===== config.mk =====
export PLATFORM = sky130hd
export DESIGN_NAME = lsu_serializer
export DESIGN_NICKNAME = d
export VERILOG_FILES = /design/src/rtl/lsu_serializer.sv
export SDC_FILE = /design/constraint.sdc
export NUM_CORES = 2
export LEC_CHECK = 0
export CAP_MARGIN = 20
export CORE_AREA = 2 2 321 323
export DETAILED_ROUTE_END_ITERATION = 7
export DIE_AREA = 0 0 323 325
export PLACE_DENSITY_LB_ADDON = 0.05
export SYNTH_ARGS = -nofsm -noshare
export SYNTH_HDL_FRONTEND = slang
export SYNTH_SLANG_ARGS = --single-unit

===== constraint.sdc =====
create_clock -name clk -period 4.8 [get_ports clk]
set_input_delay 0.72 -clock clk [delete_from_list [all_inputs] [get_ports clk]]
set_output_delay 0.72 -clock clk [all_outputs]
set_load 0.01 [all_outputs]

===== src/rtl/lsu_serializer.sv =====
// lsu_serializer
//
// Turns one warp-wide load/store into LANES sequential accesses on a
// single-port data memory. Each serviced lane takes three cycles
// (ADDR, ACCESS, CAPTURE). A single-cycle DONE follows the last lane, and then
// the block returns to IDLE. The request is latched when it is accepted, so the
// core may change req_* freely while the block is busy.
//
// Ports
//   clk          single clock, rising edge
//   reset        synchronous active-low reset
//   req_valid    core presents a request (accepted in IDLE)
//   req_we       1 = store, 0 = load
//   req_addr     per-lane addresses, lane k at [k*ADDR_W +: ADDR_W]
//   req_wdata    per-lane store data, lane k at [k*DATA_W +: DATA_W]
//   req_mask     per-lane enable (only with LSU_ACTIVE_MASK_EN)
//   req_ready    high only in IDLE
//   stall        core issue hold: busy, or request pending in IDLE
//   done         one-cycle completion pulse
//   lane_rdata   gathered load results
//   mem_*        single-port memory; mem_rdata valid the cycle after mem_re
//
// Build option
//   LSU_ACTIVE_MASK_EN  adds req_mask. Masked-off lanes are skipped in zero
//                       cycles. An all-zero mask goes from accept directly to
//                       DONE.
//
// state    | meaning
// ---------+----------------------------------------------------------
// IDLE     | waiting for req_valid; req_ready high
// ADDR     | present lane address/data, no strobes
// ACCESS   | strobe mem_we (store) or mem_re (load)
// CAPTURE  | loads latch mem_rdata into the lane slice
// DONE     | done pulse, back to IDLE next cycle

module lsu_serializer #(
   parameter int LANES  = 16,
   parameter int DATA_W = 16,
   parameter int ADDR_W = 16
) (
   input  logic                    clk,
   input  logic                    reset,
   input  logic                    req_valid,
   input  logic                    req_we,
   input  logic [LANES*ADDR_W-1:0] req_addr,
   input  logic [LANES*DATA_W-1:0] req_wdata,
`ifdef LSU_ACTIVE_MASK_EN
   input  logic [LANES-1:0]        req_mask,
`endif
   output logic                    req_ready,
   output logic                    stall,
   output logic                    done,
   output logic [LANES*DATA_W-1:0] lane_rdata,
   output logic [ADDR_W-1:0]       mem_addr,
   output logic [DATA_W-1:0]       mem_wdata,
   output logic                    mem_we,
   output logic                    mem_re,
   input  logic [DATA_W-1:0]       mem_rdata
);

   localparam int LIDX_W = (LANES > 1) ? $clog2(LANES) : 1;

   typedef enum logic [2:0] {
      S_IDLE,
      S_ADDR,
      S_ACCESS,
      S_CAPTURE,
      S_DONE
   } state_t;

   state_t                  state_q, state_d;
   logic [LIDX_W-1:0]       lane_q, lane_d;
   logic                    we_q, we_d;
   logic [LANES*ADDR_W-1:0] addr_q, addr_d;
   logic [LANES*DATA_W-1:0] wdata_q, wdata_d;
   logic [LANES*DATA_W-1:0] rdata_q, rdata_d;

   logic [LANES-1:0]        accept_mask;
   logic [LANES-1:0]        active_mask;
   logic [LIDX_W:0]         first_lane;
   logic [LIDX_W:0]         next_lane;

   // Returns {found, index} for the lowest set bit of m at position >= from.
   function automatic logic [LIDX_W:0] find_lane(input logic [LANES-1:0] m,
                                                 input int from);
      logic [LIDX_W:0] r;
      r = '0;
      for (int i = LANES - 1; i >= 0; i--) begin
         if (m[i] && (i >= from)) begin
            r = {1'b1, i[LIDX_W-1:0]};
         end
      end
      return r;
   endfunction

`ifdef LSU_ACTIVE_MASK_EN
   logic [LANES-1:0] mask_q, mask_d;

   always_comb begin
      mask_d = mask_q;
      if ((state_q == S_IDLE) && req_valid) begin
         mask_d = req_mask;
      end
   end

   always_ff @(posedge clk) begin
      if (!reset) begin
         mask_q <= '0;
      end else begin
         mask_q <= mask_d;
      end
   end

   assign accept_mask = req_mask;
   assign active_mask = mask_q;
`else
   assign accept_mask = '1;
   assign active_mask = '1;
`endif

   assign first_lane = find_lane(accept_mask, 0);
   // Searching only above the current lane means the index can never wrap.
   assign next_lane  = find_lane(active_mask, int'(lane_q) + 1);

   always_comb begin
      state_d = state_q;
      lane_d  = lane_q;
      we_d    = we_q;
      addr_d  = addr_q;
      wdata_d = wdata_q;
      rdata_d = rdata_q;

      case (state_q)
         S_IDLE: begin
            if (req_valid) begin
               we_d    = req_we;
               addr_d  = req_addr;
               wdata_d = req_wdata;
               if (first_lane[LIDX_W]) begin
                  lane_d  = first_lane[LIDX_W-1:0];
                  state_d = S_ADDR;
               end else begin
                  lane_d  = '0;
                  state_d = S_DONE;
               end
            end
         end
         S_ADDR: begin
            state_d = S_ACCESS;
         end
         S_ACCESS: begin
            state_d = S_CAPTURE;
         end
         S_CAPTURE: begin
            if (!we_q) begin
               rdata_d[lane_q*DATA_W +: DATA_W] = mem_rdata;
            end
            if (next_lane[LIDX_W]) begin
               lane_d  = next_lane[LIDX_W-1:0];
               state_d = S_ADDR;
            end else begin
               state_d = S_DONE;
            end
         end
         S_DONE: begin
            lane_d  = '0;
            state_d = S_IDLE;
         end
         default: begin
            state_d = S_IDLE;
         end
      endcase
   end

   always_ff @(posedge clk) begin
      if (!reset) begin
         state_q <= S_IDLE;
         lane_q  <= '0;
         we_q    <= 1'b0;
         addr_q  <= '0;
         wdata_q <= '0;
         rdata_q <= '0;
      end else begin
         state_q <= state_d;
         lane_q  <= lane_d;
         we_q    <= we_d;
         addr_q  <= addr_d;
         wdata_q <= wdata_d;
         rdata_q <= rdata_d;
      end
   end

   always_comb begin
      req_ready = (state_q == S_IDLE);
      stall     = (state_q != S_IDLE) || req_valid;
      done      = (state_q == S_DONE);
      mem_addr  = '0;
      mem_wdata = '0;
      mem_we    = 1'b0;
      mem_re    = 1'b0;
      if ((state_q == S_ADDR) || (state_q == S_ACCESS) || (state_q == S_CAPTURE)) begin
         mem_addr  = addr_q[lane_q*ADDR_W +: ADDR_W];
         mem_wdata = wdata_q[lane_q*DATA_W +: DATA_W];
      end
      // The memory samples its strobes on the same edge that applies reset.
      // Gating with reset keeps an interrupted ACCESS from writing.
      if ((state_q == S_ACCESS) && reset) begin
         mem_we = we_q;
         mem_re = !we_q;
      end
   end

   assign lane_rdata = rdata_q;

endmodule


==> results.yml <==
sta:
  finalSetupViolations: 0
  grt_setup_unrepaired: "no"
  clock_skew_ns: 0.01675
  worst_slew_pin_slew_ns: 1.184
  max_freq_ghz: 0.2294
  slew_viol_final: 0
  hold_violations: 0
  period_minus_slack_ns: 4.360
  setup-tns-final_ns: 0
  fin_crit_sh_pct: 90.83
  maxSlewHeadroom_pct: 20.81
synthesis:
  synth_edf_count: 0
  async_flop_share_pct: 0
  syn-instance-count: 3677
  yosysUniqueCellTypes: 57
  avgSynthCellArea_sq_um: 8.772
  synth-warning-count: 0
  synth_ff_type: "dfxtp_1"
  syn_area_sq_um: 32250
  syn-num-nets: 4214
  synth-seq-area-share_pct: 48.16
  ys_ff_latch: 776
critical_path:
  worstSetupPathType: "reg -> out"
  required_ns: 4.08
  path_cells: "inv_1 > or3_1 > nor2_4 > buf_4 > a221o_1 > clkdlybuf4s50_1"
  crit_arrival_ns: 3.64
  critPathSlowestCell: "nor2_4"
  cp-end-kind: "output pin"
  cp-start-kind: "flip-flop"
  worstPathMaxFanout: 15
  max_stage_delay_ns: 0.65
placed_design:
  finalWeightedCongestion: 0.8229
  placedCellCount: 5610
  hpwl_mm: 96.59
  numPortBuffers: 824
clock_tree:
  clock_sinks: 776
  postCtsSetupRepairBufs: 0
  cts_tree: "done"
  clkTransAtPathRegs_ns: 0.06
  root_buffer: "clkbuf_16"
  clock_path_buffers: 3
  cts_made_buffers: 88
  cts_hold_buf: 0
  htreeDepth: 3
  clk_latency_ns: 0.67
  post_cts_resized: 0
pwr:
  powerDensity_nw_per_um2: 366.6
  finalPower_mw: 16.37
  peakVddDrop_mv: 0.2307
  p_leak_nw: 16.26
global_route:
  grt_usage_pct: 24.71
  grt_pass1_wl_mm: 192.9
  antenna_found_initial: 49
  grt_remaining_overflow: 0
  grt_pass1_vias: 28420
  grt_max_degree: 177
layout:
  multi_input_area_sq_um: 15340
  fin_cells: 5785
  syn_to_final_growth_pct: 38.44
  num-nets-final: 4871
  fill_cells: 10240
  mostFrequentLayoutCells: "nand2_1, clkdlybuf4s50_1, dfxtp_1"
  seqCellArea_sq_um: 15540
  final_common_cell: "nand2_1"
  drive_gt1_share_pct: 8.436
route:
  drtIter0Drc: 2065
  num_vias: 28910
  via_per_inst: 4.997
  ant_nets: 0
  firstDrtPassIters: 6
  drt_wl_total_mm: 134.6
  routedWlPerCell_um: 23.27
  drc_errors: 0
floorplan:
  core.rowCount: 117
  fp.dieW_um: 323
  initial_core_util_pct: 31.84
  boundaryPins: 825
  die-area_sq_um: 105000
  die_y_um: 325
  core_area_sq_um: 101300
outcome:
  status: "finished clean"
hold_path:
  hold_class: "reg -> reg"
run:
  drv_cap: 0
==> layout make-up <==
class	instances	share of cell area [%]
inverters	5	0.05884
multi-input cells	2568	34.35
well taps	1368	3.833
clock buffers	137	6.075
flip-flops and latches	776	34.81
diodes	19	0.1065
clock inverters	17	0.3755
repair buffers	895	20.39
==> state kept, by name, indices dropped and copies added (netlist names) <==
name	count
lane_rdata	256
wdata_q	256
addr_q	256
lane_q	4
we_q	1
state_q	3
==> where the power goes <==
| group | switching [mW] | total [mW] | internal [mW] |
|---|---|---|---|
| Combinational | 1.37 | 2.43 | 1.05 |
| Clock | 2.81 | 6.83 | 4.02 |
| Sequential | 0.251 | 7.11 | 6.86 |
| Total | 4.43 | 16.4 | 11.9 |
==> layer usage <==
metal  vias to the layer above  GRT usage, %  share of wire, %
met2                       835         41.97                49
li1                      13860             -                 -
met4                        44         8.322               2.8
met3                       199         6.014               6.5
met1                     13970         30.42                41
met5                         -             0              0.22
==> cells in the mapped netlist (13+ instances only) <==
cell | number | area, sq um
nand4_1 | 47 | 294.0
mux4_2 | 128 | 2883
clkbuf_1 | 213 | 799.5
nand3_1 | 143 | 715.7
mux2i_1 | 210 | 2102
nor2_1 | 19 | 71.32
buf_2 | 91 | 455.4
a22o_1 | 47 | 411.6
buf_4 | 13 | 97.59
nand2_1 | 1311 | 4921
a21oi_1 | 535 | 2678
o21ai_0 | 15 | 75.07
dfxtp_1 | 776 | 15530
a221o_1 | 31 | 310.3
==> worst paths after layout <==
check	start	endpoint	slack, ns	depth (start not counted)
max	lane_q[3]	mem_wdata[2]	0.44	6
min	lane_rdata[5]	lane_rdata[5]	0.45	2
max reg2reg	lane_q[1]	lane_rdata[190]	1.16	6
min reg2reg	lane_rdata[5]	lane_rdata[5]	0.45	2
==> worst max-delay path, delay by kind of cell (launching register included) <==
kind,cells,cell delay (ns)
compound gates,1,0.21
buf+inv,3,1.01
flops,1,0.61
simple gates,2,1.14
==> kinds of logic after synthesis <==
| kind of cell | after synthesis | share of synthesized area [%] |
|---|---|---|
| and+or+nand+nor | 1581 | 20.41 |
| DFF | 776 | 48.16 |
| AOI/OAI and AO/OA | 641 | 11.13 |
| muxes | 338 | 15.45 |
| buffers and inverters | 333 | 4.546 |
| adders and majority gates | 5 | 0.1940 |
| xor gates and xnor gates | 3 | 0.1048 |
==> stage by stage <==
stage	cell area [sq um]	setup WS, ns	utilization, %	hold WS, ns
CTS	44580	0.3561	44.01	0.4275
global route	44650	0.2715	44.07	0.4689
global placement	41700	1.108	41.17	0.4363
finish	44650	0.4402	44.08	0.4474
detailed placement	41700	1.085	41.17	0.4436
floorplan	32250	1.763	-	0.4331
(Power assumes the default switching activity.)
